<file path="src/rtl/mac_pkg.sv">
// mac_pkg: shared constants and arithmetic helpers for the MAC accumulator.
// The helpers work on 64-bit signed values with the target width passed in,
// so one function serves any accumulator width up to 62 bits.
package mac_pkg;

    localparam int MULT_LATENCY = 8;
    localparam int PROD_W_DEF   = 16;
    localparam int ACC_W_DEF    = 24;
    localparam int CNT_W_DEF    = 8;

    // Largest representable value of a w-bit two's-complement number.
    function automatic logic signed [63:0] acc_max(input int w);
        return (64'sd1 <<< (w - 1)) - 64'sd1;
    endfunction

    // Smallest representable value of a w-bit two's-complement number.
    function automatic logic signed [63:0] acc_min(input int w);
        return -(64'sd1 <<< (w - 1));
    endfunction

    localparam logic signed [63:0] ACC_MAX_DEF = acc_max(ACC_W_DEF);
    localparam logic signed [63:0] ACC_MIN_DEF = acc_min(ACC_W_DEF);

    // Sign-extend the low w bits of v to 64 bits.
    function automatic logic signed [63:0] sext(input logic [63:0] v, input int w);
        logic signed [63:0] t;
        t = v << (64 - w);
        return t >>> (64 - w);
    endfunction

    // Add two w-bit values; when clamp_en, clamp into the w-bit range and flag it.
    // Without clamping the caller truncates to w bits, giving wrap-around.
    function automatic logic signed [63:0] sat_add(
        input  logic signed [63:0] a,
        input  logic signed [63:0] b,
        input  int                 w,
        input  logic               clamp_en,
        output logic               clamped
    );
        logic signed [63:0] s;
        s       = a + b;
        clamped = 1'b0;
        if (clamp_en && (s > acc_max(w))) begin
            s       = acc_max(w);
            clamped = 1'b1;
        end else if (clamp_en && (s < acc_min(w))) begin
            s       = acc_min(w);
            clamped = 1'b1;
        end
        return s;
    endfunction

endpackage

</file>
<file path="src/rtl/valid_delay.sv">
// valid_delay: LATENCY-deep shift register carrying {valid, last} alongside a
// pipeline that has no control bits of its own. last is masked by valid on
// entry so a stray last without valid never reaches the tap.
module valid_delay #(
    parameter int LATENCY = 8
) (
    input  logic clk,
    input  logic rst,
    input  logic valid_i,
    input  logic last_i,
    output logic valid_o,
    output logic last_o
);

    logic [LATENCY-1:0] v_q;
    logic [LATENCY-1:0] l_q;

    // Shift valid/last one stage per clock; reset flushes everything in flight.
    always_ff @(posedge clk) begin
        if (rst) begin
            v_q <= '0;
            l_q <= '0;
        end else begin
            v_q[0] <= valid_i;
            l_q[0] <= valid_i & last_i;
            for (int i = 1; i < LATENCY; i++) begin
                v_q[i] <= v_q[i-1];
                l_q[i] <= l_q[i-1];
            end
        end
    end

    assign valid_o = v_q[LATENCY-1];
    assign last_o  = l_q[LATENCY-1];

endmodule

</file>
<file path="src/rtl/mac_accumulator.sv">
// mac_accumulator: sums the signed products of each group coming out of a
// fixed-latency multiplier and presents one result per group in a
// valid/ready output register. Build option MAC_SAT_EN: clamp each addition
// to the accumulator range and report clamping via out_sat; without it the
// sum wraps and out_sat is 0.
module mac_accumulator
    import mac_pkg::*;
#(
    parameter int LATENCY = MULT_LATENCY,
    parameter int PROD_W  = PROD_W_DEF,
    parameter int ACC_W   = ACC_W_DEF,
    parameter int CNT_W   = CNT_W_DEF
) (
    input  logic              clk,
    input  logic              rst,
    input  logic              in_valid,
    input  logic              in_last,
    input  logic [PROD_W-1:0] product,
    input  logic              out_ready,
    output logic              out_valid,
    output logic [ACC_W-1:0]  out_acc,
    output logic [CNT_W-1:0]  out_count,
    output logic              out_sat,
    output logic              overrun
);

`ifdef MAC_SAT_EN
    localparam logic SAT_EN = 1'b1;
`else
    localparam logic SAT_EN = 1'b0;
`endif

    logic                     dv;
    logic                     dl;
    logic signed [ACC_W-1:0]  acc_q;
    logic signed [ACC_W-1:0]  acc_d;
    logic signed [ACC_W-1:0]  base_d;
    logic        [CNT_W-1:0]  cnt_q;
    logic        [CNT_W-1:0]  cnt_d;
    logic                     first_q;
    logic                     clamped;
    logic signed [63:0]       sum64;
    logic                     out_valid_q;
    logic        [ACC_W-1:0]  out_acc_q;
    logic        [CNT_W-1:0]  out_count_q;
    logic                     overrun_q;
    logic                     unused_hi;

    // dv/dl line up with the multiplier output for the same operands.
    valid_delay #(.LATENCY(LATENCY)) u_delay (
        .clk     (clk),
        .rst     (rst),
        .valid_i (in_valid),
        .last_i  (in_last),
        .valid_o (dv),
        .last_o  (dl)
    );

    // Next running sum and count; a group start ignores the stale accumulator.
    always_comb begin
        base_d  = first_q ? '0 : acc_q;
        clamped = 1'b0;
        sum64   = sat_add(sext(64'(base_d), ACC_W), sext(64'(product), PROD_W),
                          ACC_W, SAT_EN, clamped);
        acc_d   = sum64[ACC_W-1:0];
        cnt_d   = first_q ? CNT_W'(1) : ((&cnt_q) ? cnt_q : cnt_q + 1'b1);
    end

    assign unused_hi = ^sum64[63:ACC_W];

    // Group state and output register; a new result beats a same-cycle transfer.
    always_ff @(posedge clk) begin
        if (rst) begin
            acc_q       <= '0;
            cnt_q       <= '0;
            first_q     <= 1'b1;
            out_valid_q <= 1'b0;
            out_acc_q   <= '0;
            out_count_q <= '0;
            overrun_q   <= 1'b0;
        end else begin
            if (dv) begin
                acc_q   <= acc_d;
                cnt_q   <= cnt_d;
                first_q <= dl;
            end
            if (dv && dl) begin
                out_valid_q <= 1'b1;
                out_acc_q   <= acc_d;
                out_count_q <= cnt_d;
                if (out_valid_q && !out_ready)
                    overrun_q <= 1'b1;
            end else if (out_valid_q && out_ready) begin
                out_valid_q <= 1'b0;
            end
        end
    end

`ifdef MAC_SAT_EN
    logic sat_q;
    logic sat_d;
    logic out_sat_q;

    assign sat_d = (~first_q & sat_q) | clamped;

    // Sticky clamp flag per group, latched into the output with the result.
    always_ff @(posedge clk) begin
        if (rst) begin
            sat_q     <= 1'b0;
            out_sat_q <= 1'b0;
        end else if (dv) begin
            sat_q <= sat_d;
            if (dl)
                out_sat_q <= sat_d;
        end
    end

    assign out_sat = out_sat_q;
`else
    logic unused_clamped;
    assign unused_clamped = clamped;
    assign out_sat        = 1'b0;
`endif

    assign out_valid = out_valid_q;
    assign out_acc   = out_acc_q;
    assign out_count = out_count_q;
    assign overrun   = overrun_q;

endmodule

</file>
<file path="config.mk">
export PLATFORM = sky130hd
export DESIGN_NAME = mac_accumulator
export DESIGN_NICKNAME = d
export VERILOG_FILES = /design/src/rtl/mac_pkg.sv /design/src/rtl/valid_delay.sv /design/src/rtl/mac_accumulator.sv
export SDC_FILE = /design/constraint.sdc
export NUM_CORES = 1
export LEC_CHECK = 0
export ABC_CLOCK_PERIOD_IN_PS = 10100
export BUFFER_PORTS_ARGS = -buffer_cell sky130_fd_sc_hd__buf_4
export CORE_MARGIN = 3
export CORE_UTILIZATION = 45
export CTS_CLUSTER_DIAMETER = 100
export DETAILED_ROUTE_END_ITERATION = 12
export PLACE_DENSITY = 0.77
export SLEW_MARGIN = 20
export SYNTH_ARGS = -nofsm -noshare
export SYNTH_HDL_FRONTEND = slang
export SYNTH_SLANG_ARGS = --single-unit
</file>
<file path="constraint.sdc">
create_clock -name clk -period 10.1 [get_ports clk]
set_input_delay 2.525 -clock clk [delete_from_list [all_inputs] [get_ports clk]]
set_output_delay 2.525 -clock clk [all_outputs]
set_load 0.01 [all_outputs]
</file>
==> Word level (Yosys, flattened, before mapping) <==
Index checks and enable logic that the tools add are counted.
{ "word_totals": {"ff_bits": 83, "latch_bits": 0, "ramBits": 0, "mem_bits_ro": 0, "input_bits": 21, "output_inout_bits": 35, "elab_cells": 24, "n_memories": 0} }
{ "op_classes": {"addsub": 2, "n_mul": 0, "div": 0, "magnitude_cmp": 0, "n_eq_ne": 0, "n_shift": 0, "muxes": 5, "bitwise": 1, "reduce_logical": 7} }
{ "op_table": {"columns": ["operator", "n"], "rows": [
  ["24-bit by 16-bit adder with 24-bit output", 1],
  ["24-bit 2-to-1 mux", 1],
  ["8-bit 2-to-1 mux", 2],
  ["8-bit by 1-bit adder with 8-bit output (second input constant)", 1],
  ["8-bit AND reduction", 1],
  ["1-bit logical AND", 3],
  ["1-bit 2-to-1 mux", 2],
  ["2-bit AND reduction", 1],
  ["2-bit nonzero test", 1],
  ["1-bit AND", 1],
  ["1-bit logical NOT", 1]
]} }

==> Longest topological paths before layout <==
{ "logic_depth": {"depth_word": 3, "depth_mapped": 12, "mapped_depth_nobuf": 10} }

==> Cells and area by module <==
From an unflattened synthesis, not the netlist that was laid out.
{ "unflattened": {"cells_unflattened": 531, "hier_area_um2": 4436.8} }
{ "by_module_without_submodules": {"columns": ["mod", "n_inst", "cells_each", "area_per_inst_um2", "seq_area_each_um2"], "rows": [
  ["mac_accumulator", 1, 498, 3971.3, 1341.3],
  ["valid_delay", 1, 33, 465.4, 320.3]
]} }

==> Least setup slack after synthesis <==
Ideal clock, no wire load.
{ "synth_timing": {"path_kind": "input port to flip-flop", "start": "input product[0]", "end": "register acc_q[22]", "setup_ns": 0.063, "arrival_ns": 4.877, "t_required_ns": 10.037, "setup_slack_ns": 5.160, "stages": 9, "n_path_buf": 0, "path_cell_list": "ha_1 -> fa_1 -> a21o_1 -> a221oi_2 -> o211ai_1 -> a221o_1 -> and3_4 -> or4_1 -> nand3_1"} }
{ "synth_via": {"elab_chain_cells": 1} }
{ "synth_lines": {"columns": ["item", "line", "text"], "rows": [
  ["start, declared", "mac_accumulator.sv:18", "input logic [PROD_W-1:0] product,"],
  ["24-bit by 16-bit adder with 24-bit output", "mac_pkg.sv:41", "s = a + b;"],
  ["end signal, assigned", "mac_accumulator.sv:74", "acc_q <= '0;"],
  ["end signal, assigned", "mac_accumulator.sv:83", "acc_q <= acc_d;"],
  ["end, declared", "mac_accumulator.sv:35", "logic signed [ACC_W-1:0] acc_q;"]
]} }
Every way passes these cells.
A chain may end at the register's enable or synchronous reset.

==> Final worst setup path <==
Ends and elaborated chain as after synthesis.

==> results.py <==
metrics = {
    "synthesis": {
        "syn_area_sq_um": 4385,
        "synth_cells": 521,
        "synth_top_area_share": 0.3789,
        "yosysSeqAreaShare": 0.3789,
        "yosys-top-cells-count": "dfxtp_1 (83), nand2_1 (57), nor2_1 (50)",
        "yosysMostFrequentCell": "dfxtp_1",
        "synth-seq-cells": 83,
        "synth_edf_count": 0,
        "yosysWarningCount": 0,
        "synth_fp_nets": 567,
        "ys.flop_type": "dfxtp_1",
        "synth_area_per_cell_sq_um": 8.417,
        "async_flop_share": 0,
        "synth_area_leaders": "dfxtp_1 (38%), ha_1 (6.8%), nor2b_1 (5.7%)",
        "yosys.cell_types.count": 53,
        "yosysTopAreaCell": "dfxtp_1",
    },
    "worst_hold_path": {
        "worstHoldPathType": "reg2reg",
        "min_from": "u_delay.l_q[0]$_SDFF_PP0_",
        "whs_path_depth": 1,
        "min_to": "u_delay.l_q[1]$_SDFF_PP0_",
    },
    "worst_setup_path": {
        "cp-end-kind": "flop",
        "cpMaxStageDelayCell": "or4_1",
        "r2r_cells": 10,
        "worstReg2RegStart": "first_q$_SDFFE_PP1P_",
        "path_class": "in2reg",
        "start_kind": "input pin",
        "crit_chain": "buf_4, ha_1, fa_1, a21o_1, a221oi_2, o211ai_1, a221o_1, and3_4, or4_1, nand3_1",
        "reg2reg_slack_ns": 6.63,
        "max_stage_delay_ns": 0.51,
        "rr_endpoint": "acc_q[22]$_SDFFE_PP0P_",
        "cp_num_buf_inv": 1,
        "required_ns": 10.40,
        "arrival_ns": 5.23,
        "critical_path.top_delay_family": "compound AO/OA/AOI/OAI gates",
        "cp_max_fo": 4,
    },
    "routing": {
        "dr.pass1.iters": 4,
        "drc": 0,
        "wire_per_inst_um": 14.73,
        "routed_via_density": 5.572,
        "drt_iter0_markers": 239,
        "routed-via-count": 3817,
        "antenna_left": 0,
        "wirelength_um": 10090,
    },
    "clock_tree": {
        "cts_resized": 0,
        "cts_root_buf": "clkbuf_8",
        "cts.clk_slew.worst_paths_ns": 0.09,
        "cts.sinks": 83,
        "insertion_delay_ns": 0.36,
        "post_cts_buffers": 0,
        "cts_tree": "built",
        "htreeDepth": 3,
        "cts_buffer_depth": 2,
        "postCtsHoldBufs": 0,
        "cts_made_buffers": 9,
    },
    "global_route": {
        "grt_pass1_vias": 3645,
        "grt_max_degree": 87,
        "antenna_found_initial": 0,
        "met3_usage": 0.04015,
        "grt_util_all_layers": 0.1889,
        "met1_usage": 0.2454,
        "grt-busiest-layer": "met2",
        "met2_usage": 0.3057,
        "grt_overflow": 0,
        "grt_pass1_wl_um": 17190,
    },
    "place": {
        "dp.cells": 669,
        "gp_congestion": 0.8925,
        "dp_hpwl_um": 6973,
        "pre_cts_slack_ns": 4.823,
        "portBuffers": 54,
    },
    "power_and_ir_drop": {
        "finalPower_uw": 607.4,
        "powerDensity_nw_per_um2": 120.8,
        "ir_drop_v": 0.00006108,
        "leakage_nw": 1.943,
    },
    "sta": {
        "finClkSkew_ns": 0.007008,
        "post-route-period-util": 0.4881,
        "tightest_slew_ns": 0.8594,
        "min_period_ns": 4.930,
        "setup_viol": 0,
        "slew_violations": 0,
        "hold_viol": 0,
        "rsz0062_at_grt": "no",
        "slew-limit-headroom": 0.4271,
        "finalSetupTns_ns": 0,
        "fmax_mhz": 202.8,
        "setup_slack_ns": 5.170,
    },
    "floorplanning": {
        "die-area_sq_um": 10970,
        "num_rows": 35,
        "ios": 56,
        "start_util": 0.4680,
        "dieWidth_um": 104.7,
        "core_sq_um": 9371,
        "die-height_um": 104.7,
    },
    "finish": {
        "final_util": 0.5366,
        "multiInputGateArea_sq_um": 2556,
        "final.fill_count": 929,
        "seq_area_sq_um": 1662,
        "area_growth_pct": 14.66,
        "n_antenna_cell": 0,
        "num-nets-final": 597,
        "final_cell_count_no_fill": 685,
        "drive_gt1_frac": 0.1439,
    },
    "flow_run": {
        "cap_violations": 0,
    },
    "status": {
        "status": "finished clean",
    },
}
worst max path at each step:
stage,start,endpoint,slack (ns),depth (start not counted)
finish,product[0],acc_q[22]$_SDFFE_PP0P_,5.17,10
global route,product[0],acc_q[22]$_SDFFE_PP0P_,5.02,10
CTS,product[0],acc_q[22]$_SDFFE_PP0P_,5.20,10
detailed placement,product[0],acc_q[22]$_SDFFE_PP0P_,4.82,10
global placement,product[0],out_acc[22]$_SDFFE_PP0P_,4.89,10
floorplan,product[0],acc_q[22]$_SDFFE_PP0P_,5.16,9
cell type report:
type,instances,area share
inverter,6,0.004479
sequential,83,0.3304
multi-input combinational,394,0.5083
clock buffer,10,0.02538
clock inverter,6,0.01418
tap,129,0.03210
timing repair buffer,57,0.08510
report_power, final:
group	leakage [nW]	total [mW]	switching, mW	internal [mW]
Clock	0.0939	0.244	0.127	0.117
Combinational	1.18	0.0350	0.0221	0.0128
Sequential	0.669	0.328	0.000297	0.328
layer usage:
layer	vias up	wire (um)
li1	1920	-
met1	1776	4747
met2	106	4662
met3	15	505
met4	0	173
met5	-	0
logic make-up (layout without fill, tap and decap cells):
kind of cell	Yosys count	in the layout	share of synthesized area
and+or+nand+nor	211	211	0.2417
AOI/OAI and AO/OA	116	116	0.1792
DFF	83	83	0.3789
other	1	1	0.0008551
buffers and inverters	44	79	0.03852
adders and majority gates	25	25	0.07304
xor gates and xnor gates	21	21	0.04194
muxes	20	20	0.04593
placed cells by master (no fill, tap or decap), types with 7 or more instances in the layout:
cell and n:
nor2b_1 40, clkbuf_8 9, ha_1 24, nand2_1 57, nor3_1 12, a311o_1 7
a21oi_1 44, mux2i_1 19, nor2_1 50, buf_4 57, a211oi_1 15, nand3_1 14
o21ai_0 9, dfxtp_1 83, xor2_1 9, nor4b_1 7, xnor2_1 12
metrics by stage:
stage	hold slack [ns]	instance area [sq um]
CTS	0.4461	5027
finish	0.4400	5029
global placement	0.4173	4828
floorplan	0.4138	4385
detailed placement	0.4247	4828
global route	0.4618	5029
sequential cells by signal (all words and copies together) (netlist names):
signal,cells
out_valid,1
out_count,8
u_delay.v_q,8
acc_q,24
out_acc,24
overrun,1
first_q,1
cnt_q,8
u_delay.l_q,8
Power figures use the tool's default switching activity.
